$ cat src/rtl/sw_debounce_pkg.sv
// sw_debounce_pkg: shared defaults, channel map and counter sizing for the switch debouncer
package sw_debounce_pkg;
  localparam int unsigned DefTickCycles = 30_000;
  localparam int unsigned DefStableTicks = 5;
  localparam int unsigned NavSwLsb = 0;
  localparam int unsigned UsrSwLsb = 5;
  function automatic int unsigned cnt_width(input int unsigned stable_ticks);
    return $clog2(stable_ticks + 1);
  endfunction
endpackage

$ cat src/rtl/debounce_chan.sv
// debounce_chan: one switch channel - two-flop synchroniser, tick-based stability counter, edge pulses
module debounce_chan import sw_debounce_pkg::*; #(
  parameter int unsigned StableTicks = DefStableTicks,
  parameter bit InvertIn = 1'b1,
  parameter bit ResetVal = 1'b0
) (
  input  logic clk,
  input  logic rst_n,
  input  logic tick,
  input  logic raw,
  output logic sw,
  output logic rise,
  output logic fall
);
  localparam int unsigned CW = cnt_width(StableTicks);
  logic [1:0] sync;
  logic [CW-1:0] c, c_nxt;
  logic s, match, done;
  // any return to the stable level restarts qualification from zero
  always_comb begin
    s = sync[1] ^ InvertIn;
    match = s == sw;
    done = !match && tick && c == CW'(StableTicks - 1);
    c_nxt = (match || done) ? '0 : tick ? c + CW'(1) : c;
  end
  always_ff @(posedge clk or negedge rst_n)
    if (!rst_n) begin
      sync <= {2{ResetVal ^ InvertIn}};
      c <= '0;
      sw <= ResetVal;
      rise <= 1'b0;
      fall <= 1'b0;
    end else begin
      sync <= {sync[0], raw};
      c <= c_nxt;
      sw <= done ? s : sw;
      rise <= done && s;
      fall <= done && !s;
    end
endmodule

$ cat src/rtl/sw_debounce.sv
// sw_debounce: synchronised, debounced switch levels with rise/fall pulses and a shared tick prescaler
module sw_debounce import sw_debounce_pkg::*; #(
  parameter int unsigned Width = 13,
  parameter int unsigned TickCycles = DefTickCycles,
  parameter int unsigned StableTicks = DefStableTicks,
  parameter bit InvertIn = 1'b1,
  parameter logic [Width-1:0] ResetVal = '0
) (
  input  logic             clk_sys_i,
  input  logic             rst_sys_ni,
  input  logic [Width-1:0] sw_raw_i,
  output logic [Width-1:0] sw_o,
  output logic [Width-1:0] rise_o,
  output logic [Width-1:0] fall_o,
  output logic             tick_o
);
  localparam int unsigned PW = TickCycles > 1 ? $clog2(TickCycles) : 1;
  if (TickCycles < 1) begin : g_bad_tick
    $error("sw_debounce: TickCycles must be >= 1");
  end
  if (StableTicks < 1) begin : g_bad_stable
    $error("sw_debounce: StableTicks must be >= 1");
  end
  logic [PW-1:0] cnt;
  // with TickCycles == 1 the counter sits at 0 and tick stays high
  assign tick_o = cnt == PW'(TickCycles - 1);
  always_ff @(posedge clk_sys_i or negedge rst_sys_ni)
    if (!rst_sys_ni) cnt <= '0;
    else cnt <= tick_o ? '0 : cnt + PW'(1);
  for (genvar i = 0; i < Width; i++) begin : g_chan
    debounce_chan #(
      .StableTicks(StableTicks),
      .InvertIn   (InvertIn),
      .ResetVal   (ResetVal[i])
    ) u_chan (
      .clk  (clk_sys_i),
      .rst_n(rst_sys_ni),
      .tick (tick_o),
      .raw  (sw_raw_i[i]),
      .sw   (sw_o[i]),
      .rise (rise_o[i]),
      .fall (fall_o[i])
    );
  end
endmodule

$ cat config.mk
export PLATFORM = sky130hd
export DESIGN_NAME = sw_debounce
export DESIGN_NICKNAME = d
export VERILOG_FILES = /design/src/rtl/sw_debounce_pkg.sv /design/src/rtl/debounce_chan.sv /design/src/rtl/sw_debounce.sv
export SDC_FILE = /design/constraint.sdc
export NUM_CORES = 1
export LEC_CHECK = 0
export CAP_MARGIN = 15
export CORE_UTILIZATION = 55
export DETAILED_ROUTE_END_ITERATION = 8
export PLACE_DENSITY_LB_ADDON = 0.2
export SLEW_MARGIN = 0
export SYNTH_ARGS = -nofsm -noshare
export SYNTH_HDL_FRONTEND = slang
export SYNTH_SLANG_ARGS = --single-unit
$ cat constraint.sdc
create_clock -name clk_sys_i -period 2.4 [get_ports clk_sys_i]
set_input_delay 0.48 -clock clk_sys_i [delete_from_list [all_inputs] [get_ports clk_sys_i]]
set_output_delay 0.48 -clock clk_sys_i [all_outputs]
set_load 0.01 [all_outputs]
==> summary.md <==
| Metric | Value |
|---|---|
| Antenna diode count | `0` |
| GRT overflow | `0` |
| First-pass DRT Iterations | `4` |
| Clock-pin slew on the worst setup and hold paths | `0.06 ns` |
| Post-Syn Area | `5263 µm²` |
| Placed Instances | `634` |
| Minimum clock period | `2.289 ns` |
| Final Setup Violations | `0` |
| Seq/Total Area, Yosys | `57.20%` |
| Mapped Cells | `497` |
| Min Hold Slack | `0.3543 ns` |
| Hold Path Depth | `0` |
| Total Nets Final | `568` |
| Iter 0 DRT Violations | `95` |
| Place WS | `0.2022 ns` |
| Root Buffer | `clkbuf_8` |
| Flop-to-flop setup slack | `0.62 ns` |
| Syn Nets | `539` |
| Startpoint Class | `flip-flop` |
| Setup TNS | `0 ns` |
| Final HPWL DP | `5741 µm` |
| Status | `finished, final reports clean` |
| Max transition margin | `69.18%` |
| Share of layout cells above drive strength 1 | `13.17%` |
| Cell Pwr Density | `732.3 nW/µm²` |
| Slew Viols, Final | `0` |
| DRT Wirelength | `9193 µm` |
| Via count | `3,539` |
| Largest net degree at the start of global routing | `69` |
| HP Class | `flip-flop to flip-flop` |
| Worst r2r dst | `cnt[14]$_DFF_PN0_` |
| Routability congestion estimate | `0.7419` |
| Min-Delay Endpoint | `g_chan[10].u_chan.sync[1]$_DFF_PN1_` |
| Global-route wire length before repair | `15,330 µm` |
| Worst Path Required | `1.92 ns` |
| Antenna Nets Post-Route | `0` |
| Slew @ Worst Pin | `0.4623 ns` |
| Ports | `55` |
| Crit path arrival time | `1.81 ns` |
| Post-synthesis cell type count | `28` |
| Num CTS Buffers | `17` |
| Number of synthesized flops with an enable pin | `0` |
| Vias per inst | `5.298` |
| Final Hold Fails | `0` |
| Worst-path fanout max | `4` |
| Worst R2R Start | `cnt[4]$_DFF_PN0_` |
| Core box area | `9240 µm²` |
| Critical path endpoint category | `primary output` |
| Residual DRC count | `0` |
| Vias in the first global route | `3,506` |
| Worst skew pair latency | `0.52 ns` |
| Die ar. | `9963 µm²` |
| Final Non-Filler Cells | `668` |
| Die X-Extent | `99.82 µm` |
| Synth warn | `0` |
| Clock Skew | `0.006731 ns` |
| Clock Tree Buf Depth | `2` |
| # rows | `35` |
| Flops & latches, synth | `119` |
| Fillcell total | `657` |
| Reg2Reg Depth | `4` |
| Max Clk Rate | `437.0 MHz` |
| Final period util | `95.35%` |
| Chip height | `99.82 µm` |
| Syn_area_per_cell | `10.59 µm²` |
| Setup slack after layout | `0.1115 ns` |
| CTS tree | `built` |
| P&R area growth vs syn | `20.38%` |
| Post-layout total power | `4.639 mW` |
| Min-Delay Startpoint | `g_chan[10].u_chan.sync[0]$_DFF_PN1_` |
| Top FF cell, synth | `dfrtp_1` |
| Clock sink total | `119` |
| Crit Path Class | `flip-flop to primary output` |
| Max cap viols | `0` |
| Leakage power | `2.749 nW` |
| Initial Util | `56.95%` |
| Port bufs | `54` |
| RSZ-0062 raised after global routing | `false` |
| Tot GR Track Use | `20.36%` |
| Initial antenna violation count | `0` |
| H-tree levels | `4` |
| VDD IR max | `0.0005148 V` |
| Asr flop ratio synth | `100.0%` |
| DR WL/cell | `13.76 µm` |
-- state kept, by name, summed over array words and instances (netlist names) --
name / flops
g_chan.u_chan.rise: 13
g_chan.u_chan.sw: 13
g_chan.u_chan.sync: 26
g_chan.u_chan.c: 39
cnt: 15
g_chan.u_chan.fall: 13
-- critical path, stage by stage (launching register included) --
cell and delay (ns):
dfrtp_1 0.39, ha_4 0.17, and4_4 0.25, and4_4 0.24
clkdlybuf4s15_1 0.24
-- cell usage in the layout (no fill, tap or decap), types with 4 or more instances in the layout --
| master | count |
|---|---|
| clkbuf_1 | 4 |
| inv_1 | 28 |
| buf_4 | 6 |
| o21ai_1 | 6 |
| dfrtp_1 | 92 |
| nor3_1 | 29 |
| nand3_1 | 43 |
| clkbuf_16 | 16 |
| o21ai_0 | 24 |
| xor2_1 | 17 |
| nand2_1 | 57 |
| clkbuf_8 | 4 |
| a21oi_1 | 41 |
| ha_1 | 26 |
| o211a_1 | 13 |
| nor2_1 | 20 |
| clkdlybuf4s50_1 | 52 |
| xnor2_1 | 5 |
| dfstp_2 | 26 |
-- Yosys cell counts, types with 3 or more instances --
library cell	instances	area, µm²
nor3_1	29	145.1
nand2_1	57	214.0
dfstp_2	26	683.2
xnor2_1	5	43.79
and4_1	3	26.28
dfrtp_1	93	2327
o211a_1	13	130.1
inv_1	28	105.1
nand3_1	43	215.2
a21oi_1	41	205.2
nor2_1	20	75.07
xor2_1	17	148.9
o21ai_0	24	120.1
clkbuf_1	4	15.01
ha_1	27	337.8
o21ai_1	6	30.03
buf_4	40	300.3
buf_2	8	40.04
-- final cells by class --
cell class / instances / area (µm²) / share of cell area [%]
Inverter: 28 / 105.1 / 1.659
Timing Repair Buffer: 62 / 625.6 / 9.876
Clock buffer: 24 / 470.5 / 7.426
Multi-Input combinational cell: 298 / 1841 / 29.05
Clock inverter: 8 / 120.1 / 1.896
Tap cell: 129 / 161.4 / 2.548
Sequential cell: 119 / 3012 / 47.54
-- worst max-delay path by stage --
stage | start | slack [ns] | end | depth (start not counted)
global route | cnt[6]$_DFF_PN0_ | 0.01 | tick_o | 3
global placement | cnt[9]$_DFF_PN0_ | 0.24 | tick_o | 3
CTS | cnt[7]$_DFF_PN0_ | 0.008 | tick_o | 3
detailed placement | cnt[9]$_DFF_PN0_ | 0.20 | tick_o | 3
floorplan | cnt[0]$_DFF_PN0_ | 0.62 | tick_o | 5
finish | cnt[0]$_DFF_PN0_ | 0.11 | tick_o | 4
-- where the power goes --
group          switching, mW  internal (mW)
registers             0.0166           2.05
logic                 0.0506         0.0300
clock network          0.835           1.66
total                  0.903           3.74
-- timing repair --
action / CTS / global route
buffers inserted: 0 / 1
gates resized for setup: 6 / 5
endpoints found under the setup margin: 1 / 1
pin swaps: 0 / 3
hold buffers: 1 / 0
hold endpoints to repair: 10 / 0
gates cloned: 0 / 0
-- cells by family (layout without fill, tap and decap cells) --
| kind of cell | after synthesis | in the layout | share of synthesized area (%) |
|---|---|---|---|
| and+or+nand+nor | 165 | 165 | 14.74 |
| DFF | 119 | 119 | 57.20 |
| AOI/OAI and AO/OA | 84 | 84 | 9.225 |
| buffers and inverters | 80 | 122 | 8.749 |
| adders and majority gates | 27 | 27 | 6.419 |
| xor gates and xnor gates | 22 | 22 | 3.661 |
-- layer usage --
layer / wire, µm / track usage [%] / part of all wire (%) / vias to the layer above
met5: 0 / 0 / 0 / -
met4: 245 / 12.22 / 2.7 / 0
met3: 381 / 6.476 / 4.1 / 22
met2: 4552 / 33.63 / 50 / 71
met1: 4014 / 23.26 / 44 / 1739
li1: - / - / - / 1707
-- metrics by stage --
| stage | utilization [%] | area (µm²) |
|---|---|---|
| after detailed placement | 61.45 | 5678 |
| final | 68.56 | 6335 |
| after CTS | 68.15 | 6297 |
| after floorplan | - | 5263 |
| after global routing | 68.56 | 6335 |
| after global placement | 61.45 | 5678 |
Power figures use the tool's default switching activity.
